[config.mk]
export PLATFORM = sky130hd
export DESIGN_NAME = sd_multiphase_mod
export DESIGN_NICKNAME = d
export VERILOG_FILES = /design/src/rtl/sd_multiphase_mod.sv
export SDC_FILE = /design/constraint.sdc
export NUM_CORES = 1
export LEC_CHECK = 0
export CAP_MARGIN = 15
export CORE_UTILIZATION = 50
export CTS_CLUSTER_DIAMETER = 30
export DETAILED_ROUTE_END_ITERATION = 16
export PLACE_DENSITY = 0.66
export REMOVE_ABC_BUFFERS = 1
export SLEW_MARGIN = 20
export SYNTH_ARGS = -nofsm -noshare
export SYNTH_HDL_FRONTEND = slang
export SYNTH_SLANG_ARGS = --single-unit
[constraint.sdc]
create_clock -name clk -period 19.6 [get_ports clk]
set_input_delay 5.88 -clock clk [delete_from_list [all_inputs] [get_ports clk]]
set_output_delay 5.88 -clock clk [all_outputs]
set_load 0.01 [all_outputs]
[src/rtl/sd_multiphase_mod.sv]
// sd_multiphase_mod: NPHASE cross-coupled second-order sigma-delta modulators
// that share one signed input level.
//   clk, reset         rising-edge clock, asynchronous active-high reset
//   en                 advance all phases by one step (RUN state only)
//   kin/kin_valid/     input sample handshake. The first sample is applied at
//   kin_ready          once; later samples wait in a one-entry pending slot
//                      and are applied at the next frame wrap.
//   sd_out[p]          bitstream of phase p (inverted sign of stage-2 accumulator)
//   sd_valid           sd_out was updated at the last edge
//   sat_flag/clr_sat   sticky saturation indicator and its clear
module sd_multiphase_mod #(
  parameter int NPHASE   = 2,
  parameter int BITWIDTH = 32,
  parameter int POSTGAIN = 2,
  parameter int FRAME    = 16
) (
  input  logic                clk,
  input  logic                reset,
  input  logic                en,
  input  logic [BITWIDTH-1:0] kin,
  input  logic                kin_valid,
  output logic                kin_ready,
  output logic [NPHASE-1:0]   sd_out,
  output logic                sd_valid,
  output logic                sat_flag,
  input  logic                clr_sat
);
  localparam int W  = BITWIDTH;
  localparam int CW = (FRAME > 1) ? $clog2(FRAME) : 1;
  localparam logic [W-1:0] SMAX = {1'b0, {(W-1){1'b1}}};
  localparam logic [W-1:0] SMIN = {1'b1, {(W-1){1'b0}}};
  // Stage-2 feedback of +/- 2^(W-2), held at the two-guard-bit sum width.
  localparam logic [W+1:0] FS_P = {{3{1'b0}}, 1'b1, {(W-2){1'b0}}};
  localparam logic [W+1:0] FS_N = {{3{1'b1}}, 1'b1, {(W-2){1'b0}}};

  typedef enum logic {IDLE, RUN} state_t;
  state_t state_q, state_d;

  logic [W-1:0]      k_act, pend, kneg;
  logic              pend_v, accept, adv, wrap, kneg_sat;
  logic [CW-1:0]     cnt;
  logic [NPHASE-1:0] ph_sat;

  assign kin_ready = (state_q == IDLE) | ~pend_v;
  assign accept    = kin_valid & kin_ready;
  assign adv       = (state_q == RUN) & en;
  assign wrap      = cnt == CW'(FRAME - 1);
  // -MIN is not representable; clamp it and report the saturation.
  assign kneg_sat  = k_act == SMIN;
  assign kneg      = kneg_sat ? SMAX : -k_act;

  always_comb begin
    state_d = state_q;
    if (state_q == IDLE && accept) state_d = RUN;
  end

  always_ff @(posedge clk or posedge reset) begin
    if (reset) state_q <= IDLE;
    else       state_q <= state_d;
  end

  always_ff @(posedge clk or posedge reset) begin
    if (reset) begin
      k_act    <= '0;
      pend     <= '0;
      pend_v   <= 1'b0;
      cnt      <= '0;
      sd_valid <= 1'b0;
      sat_flag <= 1'b0;
    end else begin
      sd_valid <= adv;
      if (state_q == IDLE) begin
        if (accept) begin
          k_act <= kin;
          cnt   <= '0;
        end
      end else begin
        if (adv) begin
          if (wrap) begin
            cnt <= '0;
            if (pend_v) begin
              k_act  <= pend;
              pend_v <= 1'b0;
            end
          end else begin
            cnt <= cnt + CW'(1);
          end
        end
        // accept implies pend_v==0, so it never collides with the drain above
        if (accept) begin
          pend   <= kin;
          pend_v <= 1'b1;
        end
      end
      if (adv && (kneg_sat || (|ph_sat))) sat_flag <= 1'b1;
      else if (clr_sat)                   sat_flag <= 1'b0;
    end
  end

  for (genvar p = 0; p < NPHASE; p++) begin : g_ph
    localparam int PM = (p + NPHASE - 1) % NPHASE;
    localparam logic [W-1:0] RV = (p % 2 == 1) ? {W{1'b1}} : {W{1'b0}};

    logic [W-1:0]          acc, i2, x, acc_n, g, i2_n;
    logic [W+1:0]          s1, s2, step1;
    logic [W+POSTGAIN:0]   sh;
    logic                  sel, ov1, ovg, ov2;

    // Even phases take kneg when the previous phase emits 1, odd phases the
    // opposite, which cross-couples neighbouring modulators.
    assign sel   = (p % 2 == 1) ? ~sd_out[PM] : sd_out[PM];
    assign x     = sel ? kneg : k_act;
    assign step1 = sd_out[p] ? {(W+2){1'b1}} : {{(W+1){1'b0}}, 1'b1};

    // Sums carry two guard bits; overflow when the top three bits disagree.
    assign s1    = {{2{acc[W-1]}}, acc} + {{2{x[W-1]}}, x} + step1;
    assign ov1   = ~((&s1[W+1:W-1]) | ~(|s1[W+1:W-1]));
    assign acc_n = ov1 ? (s1[W+1] ? SMIN : SMAX) : s1[W-1:0];

    // Post-gain uses the pre-update acc; POSTGAIN+1 sign bits keep it exact.
    assign sh    = {{(POSTGAIN+1){acc[W-1]}}, acc} << POSTGAIN;
    assign ovg   = ~((&sh[W+POSTGAIN:W-1]) | ~(|sh[W+POSTGAIN:W-1]));
    assign g     = ovg ? (sh[W+POSTGAIN] ? SMIN : SMAX) : sh[W-1:0];

    assign s2    = {{2{i2[W-1]}}, i2} + {{2{g[W-1]}}, g} + (sd_out[p] ? FS_N : FS_P);
    assign ov2   = ~((&s2[W+1:W-1]) | ~(|s2[W+1:W-1]));
    assign i2_n  = ov2 ? (s2[W+1] ? SMIN : SMAX) : s2[W-1:0];

    always_ff @(posedge clk or posedge reset) begin
      if (reset) begin
        acc <= RV;
        i2  <= RV;
      end else if (adv) begin
        acc <= acc_n;
        i2  <= i2_n;
      end
    end

    assign sd_out[p] = ~i2[W-1];
    assign ph_sat[p] = ov1 | ovg | ov2;
  end

endmodule

## Word level (Yosys, flattened, before mapping)

Index checks and enable logic that the tools add are counted.

| word-level totals | value |
|---|---|
| logic and storage cells | 112 |
| bits of input ports | 37 |
| output and inout port bits | 5 |
| register bits after elaboration | 200 |

| cells by class | value |
|---|---|
| reduce and logical (&&, ||, !) cells | 24 |
| $add $sub $neg | 10 |
| bitwise gates (word level) | 29 |
| muxes and demuxes | 33 |
| equal/unequal tests | 5 |

Operators by type and width:

| kind | count |
|---|---|
| $mux W32 | 20 |
| $add A34 B34 Y34 | 4 |
| $mux W34 | 4 |
| $add A32 B32 Y33 | 4 |
| $eq A32 B32 Y1 const B | 1 |
| $neg A32 Y32 | 1 |
| $reduce_and A3 Y1 | 7 |
| $reduce_or A3 Y1 | 6 |
| $mux W4 | 4 |
| $not A1 Y1 | 16 |
| $or A1 B1 Y1 | 11 |
| $reduce_bool A2 Y1 | 4 |
| $ne A2 B1 Y1 const B | 3 |
| $mux W1 | 5 |
| $add A4 B1 Y4 const B | 1 |
| $eq A4 B4 Y1 const B | 1 |
| $reduce_and A2 Y1 | 2 |
| $reduce_and A4 Y1 | 1 |
| $and A1 B1 Y1 | 2 |
| $logic_and A1 B1 Y1 | 2 |
| $reduce_or A2 Y1 | 1 |
| $logic_or A1 B1 Y1 | 1 |

## Longest topological paths before layout

| logic depth | value |
|---|---|
| depth after elaboration | 15 |
| mapped depth | 37 |
| gate-level depth less buffers | 33 |

## Worst setup path before layout

No wires, ideal clock.

| path | value |
|---|---|
| path type | reg-to-output |
| from | register g_ph[1].i2[31] |
| to | output sd_out[1] |
| path slack | 11.769 ns |
| cell stages (with the launch flop) | 4 |
| required time | 13.720 ns |
| arrival time | 1.951 ns |
| path buffers | 2 |
| cells stage by stage | dfstp_2 -> inv_2 -> buf_1 -> buf_4 |

| on the way | value |
|---|---|
| cells in the longest elaborated chain, start to end | 1 |

Ends and longest elaborated chain:

| what | line | source |
|---|---|---|
| start, declared | 104 | `logic [W-1:0] acc, i2, x, acc_n, g, i2_n;` |
| start signal, assigned | 135 | `i2 <= i2_n;` |
| $not A1 Y1 | 139 | `assign sd_out[p] = ~i2[W-1];` |
| end, declared | 23 | `output logic [NPHASE-1:0] sd_out,` |

No other way between the ends.

## Worst setup path in the final report

| path | value |
|---|---|
| from | register k_act[9] |
| to | register g_ph[1].acc[20] |

| on the way | value |
|---|---|
| cells in the longest elaborated chain, start to end | 9 |

Ends and longest elaborated chain:

| what | line | source |
|---|---|---|
| start, declared | 39 | `logic [W-1:0] k_act, pend, kneg;` |
| start signal, assigned | 74 | `k_act <= kin;` |
| start signal, assigned | 82 | `k_act <= pend;` |
| $neg A32 Y32 / $eq A32 B32 Y1 (equally long branches) | 50, 49 |  |
| $mux W32 | 50 | `assign kneg = kneg_sat ? SMAX : -k_act;` |
| $mux W32 (*) | 112 | `assign x = sel ? kneg : k_act;` |
| $add A32 B32 Y33 (*) | 116 | `assign s1 = {{2{acc[W-1]}}, acc} + {{2{x[W-1]}}, x} + step1;` |
| $add A34 B34 Y34 (*) | 116 |  |
| $reduce_or A3 Y1 | 117 | `assign ov1 = ~((&s1[W+1:W-1]) \| ~(\|s1[W+1:W-1]));` |
| $not A1 Y1 | 117 |  |
| $or A1 B1 Y1 | 117 |  |
| $mux W32 (*) | 118 | `assign acc_n = ov1 ? (s1[W+1] ? SMIN : SMAX) : s1[W-1:0];` |
| end signal, assigned | 134 | `acc <= acc_n;` |
| end, declared | 104 |  |

Every way passes the cells marked *; elsewhere a longest branch is shown, timed or not.
A chain may end at the register's enable or synchronous reset.

==> results.sh <==
export IMPL_io_pins=42
export IMPL_finalCritPeriodShare_pct=46.4
export IMPL_grt_pass1_wl_microns=90500
export IMPL_syn_inst=2530
export IMPL_antenna_found_initial=0
export IMPL_start_util_pct=51.1
export IMPL_rsz0062_at_grt="false"
export IMPL_finalWirelength_microns=55900
export IMPL_final_max_slew_viol_count=0
export IMPL_synth_enable_flop_cells=0
export IMPL_area_growth_pct=6.86
export IMPL_post_cts_resize_count=0
export IMPL_end_kind="flop"
export IMPL_die_w_microns=201
export IMPL_drtPass1Iterations=5
export IMPL_setup_ws_ps=10510
export IMPL_final_area_sq_um=21200
export IMPL_dp_slack_ps=10600
export IMPL_grt_max_degree=84
export IMPL_fin_skew_ps=14.0
export IMPL_clkTransAtPathRegs_ps=80
export IMPL_synth_common_cells="338 x a21oi_1, 332 x nand2_1, 212 x nor2_1, 200 x ha_1, 161 x o21ai_0"
export IMPL_htreeDepth=4
export IMPL_hold_viol=0
export IMPL_clk_latency_ps=500
export IMPL_synthFlopType="dfrtp_1"
export IMPL_drtIter0Drc=1419
export IMPL_ctsHoldBuffers=0
export IMPL_syn_area_sq_um=19900
export IMPL_cpMostUsedCell="a21oi_1"
export IMPL_dpl_cell_area_sq_um=20600
export IMPL_synth_seq_cells=200
export IMPL_cp_start_kind="flop"
export IMPL_track_usage_pct=27.9
export IMPL_synth_largest_area_cell="dfrtp_1"
export IMPL_route_detailed_drc=0
export IMPL_antenna_cells=0
export IMPL_slowest_stage="a21o_1"
export IMPL_rows=72
export IMPL_cp_arrival_ps=9520
export IMPL_grt_pass1_vias=17000
export IMPL_status="finished clean"
export IMPL_crit_type="reg2reg"
export IMPL_clock_tree_root_cell="clkbuf_16"
export IMPL_async_flop_share_pct=100
export IMPL_cts_tree="done"
export IMPL_synthTopCellsByArea="dfrtp_1 17%, ha_1 13%, a21oi_1 8.5%"
export IMPL_hp_class="reg2reg"
export IMPL_core_sq_um=38900
export IMPL_ant_nets=0
export IMPL_clkSinkCount=200
export IMPL_max_slew_worst_pin_slew_ps=1040
export IMPL_yosysUniqueCellTypes=84
export IMPL_dr_total_vias=18400
export IMPL_finalNetCount=2745
export IMPL_setup_viol=0
export IMPL_post_cts_buffers=0
export IMPL_place_hpwl_microns=42200
export IMPL_cpPeakStageDelay_ps=880
export IMPL_grt_overflow=0
export IMPL_wl_per_cell_microns=18.4
export IMPL_drive_above_1_share_pct=8.08
export IMPL_cts_buffers=17
export IMPL_cp_max_fo=28
export IMPL_yosys_warnings=0
export IMPL_relSlewSlack_pct=30.6
export IMPL_final_setup_tns_ps=0
export IMPL_crit_required_ps=20030
export IMPL_synth_most_common_cell="a21oi_1"
export IMPL_max_clock_freq_ghz=0.110
export IMPL_via_per_inst=6.07
export IMPL_die_area_sq_um=40500
export IMPL_cts_buffer_depth=2
export IMPL_io_buffers=41
export IMPL_maxCapViolCount=0
export IMPL_die_h_microns=201
export IMPL_seq_area_frac_synth_pct=25.6
export IMPL_synth_top_area_share_pct=17.1
export IMPL_fin_crit_ps=9090
export IMPL_avgSynthCellArea_sq_um=7.85
export IMPL_gp_congestion=0.969
[final cells by class]
cell class,instances,area [sq um]
Clock inverter,15,163
Inverter,80,309
Tap cell,518,648
Fill cell,3767,17700
Sequential cell,200,5090
Multi-Input combinational cell,2144,14100
Clock buffer,17,425
Timing Repair Buffer,57,531
[path summary, 6_finish.rpt]
path,slack (ps),from,depth (start not counted),endpoint
max in group asynchronous,12400,reset,3,g_ph[0].acc[25]
min reg2reg,510,g_ph[1].i2[15],2,g_ph[1].i2[15]
max,10510,k_act[9],29,g_ph[1].acc[20]
min in group asynchronous,5850,reset,2,g_ph[0].i2[3]
max reg2reg,10510,k_act[9],29,g_ph[1].acc[20]
min,510,g_ph[1].i2[15],2,g_ph[1].i2[15]
[metrics by stage]
| stage | instances | hold WS [ps] | util [%] |
|---|---|---|---|
| floorplan | 2424 | 471 | - |
| global placement | 2999 | 486 | 53.0 |
| detailed placement | 2999 | 494 | 53.0 |
| CTS | 3031 | 510 | 54.5 |
| global route | 3031 | 518 | 54.6 |
| finish | 3031 | 508 | 54.6 |
[critical path, delay by kind of cell, from the launching register on]
kind	cells	cell delay [ps]
AOI/OAI and AO/OA	17	4630
xor gates and xnor gates	1	160
adders and majority gates	2	680
DFF	1	470
muxes	1	220
and+or+nand+nor	8	2840
[state kept, by name (all words and copies together), names as in the netlist]
| signal | count |
|---|---|
| cnt | 4 |
| pend | 32 |
| pend_v | 1 |
| sat_flag | 1 |
| g_ph.i2 | 64 |
| sd_valid | 1 |
| g_ph.acc | 64 |
| k_act | 32 |
| state_q | 1 |
[placed cells by master, fill, tap and decap left out, types with 34 or more instances in the layout]
master           Yosys  layout
xnor2_1            108     108
o21a_1              42      42
clkdlybuf4s50_1      0      41
mux2i_1             38      38
mux2_2              37      37
dfrtp_1            136     135
a21o_1              70      69
dfstp_2             64      64
inv_1               78      75
ha_1               200     200
nand2_1            332     331
a31oi_1             66      66
nor3_1              37      37
a21oi_1            338     335
nand3_1             47      47
xor2_1              52      52
o21ai_0            161     161
nor2_1             212     211
or3_1               34      34
[routing by layer]
metal / up-vias / GRT usage, % / share of wire [%]
li1: 9134 / - / -
met2: 490 / 40.8 / 42
met3: 86 / 3.89 / 5.4
met4: 0 / 11.0 / 3.3
met5: - / 0 / 0
met1: 8680 / 41.2 / 49
[cells by family after synthesis]
group,synth area share (%)
compound gates,26.7
xor+xnor,7.05
fa+ha+maj,13.4
buf+inv,3.83
flops,25.6
mux,4.01
simple gates,19.4
Power is left out: the tool's default activity adds up to more than one toggle a clock period on the data nets, which glitch-free logic cannot reach.
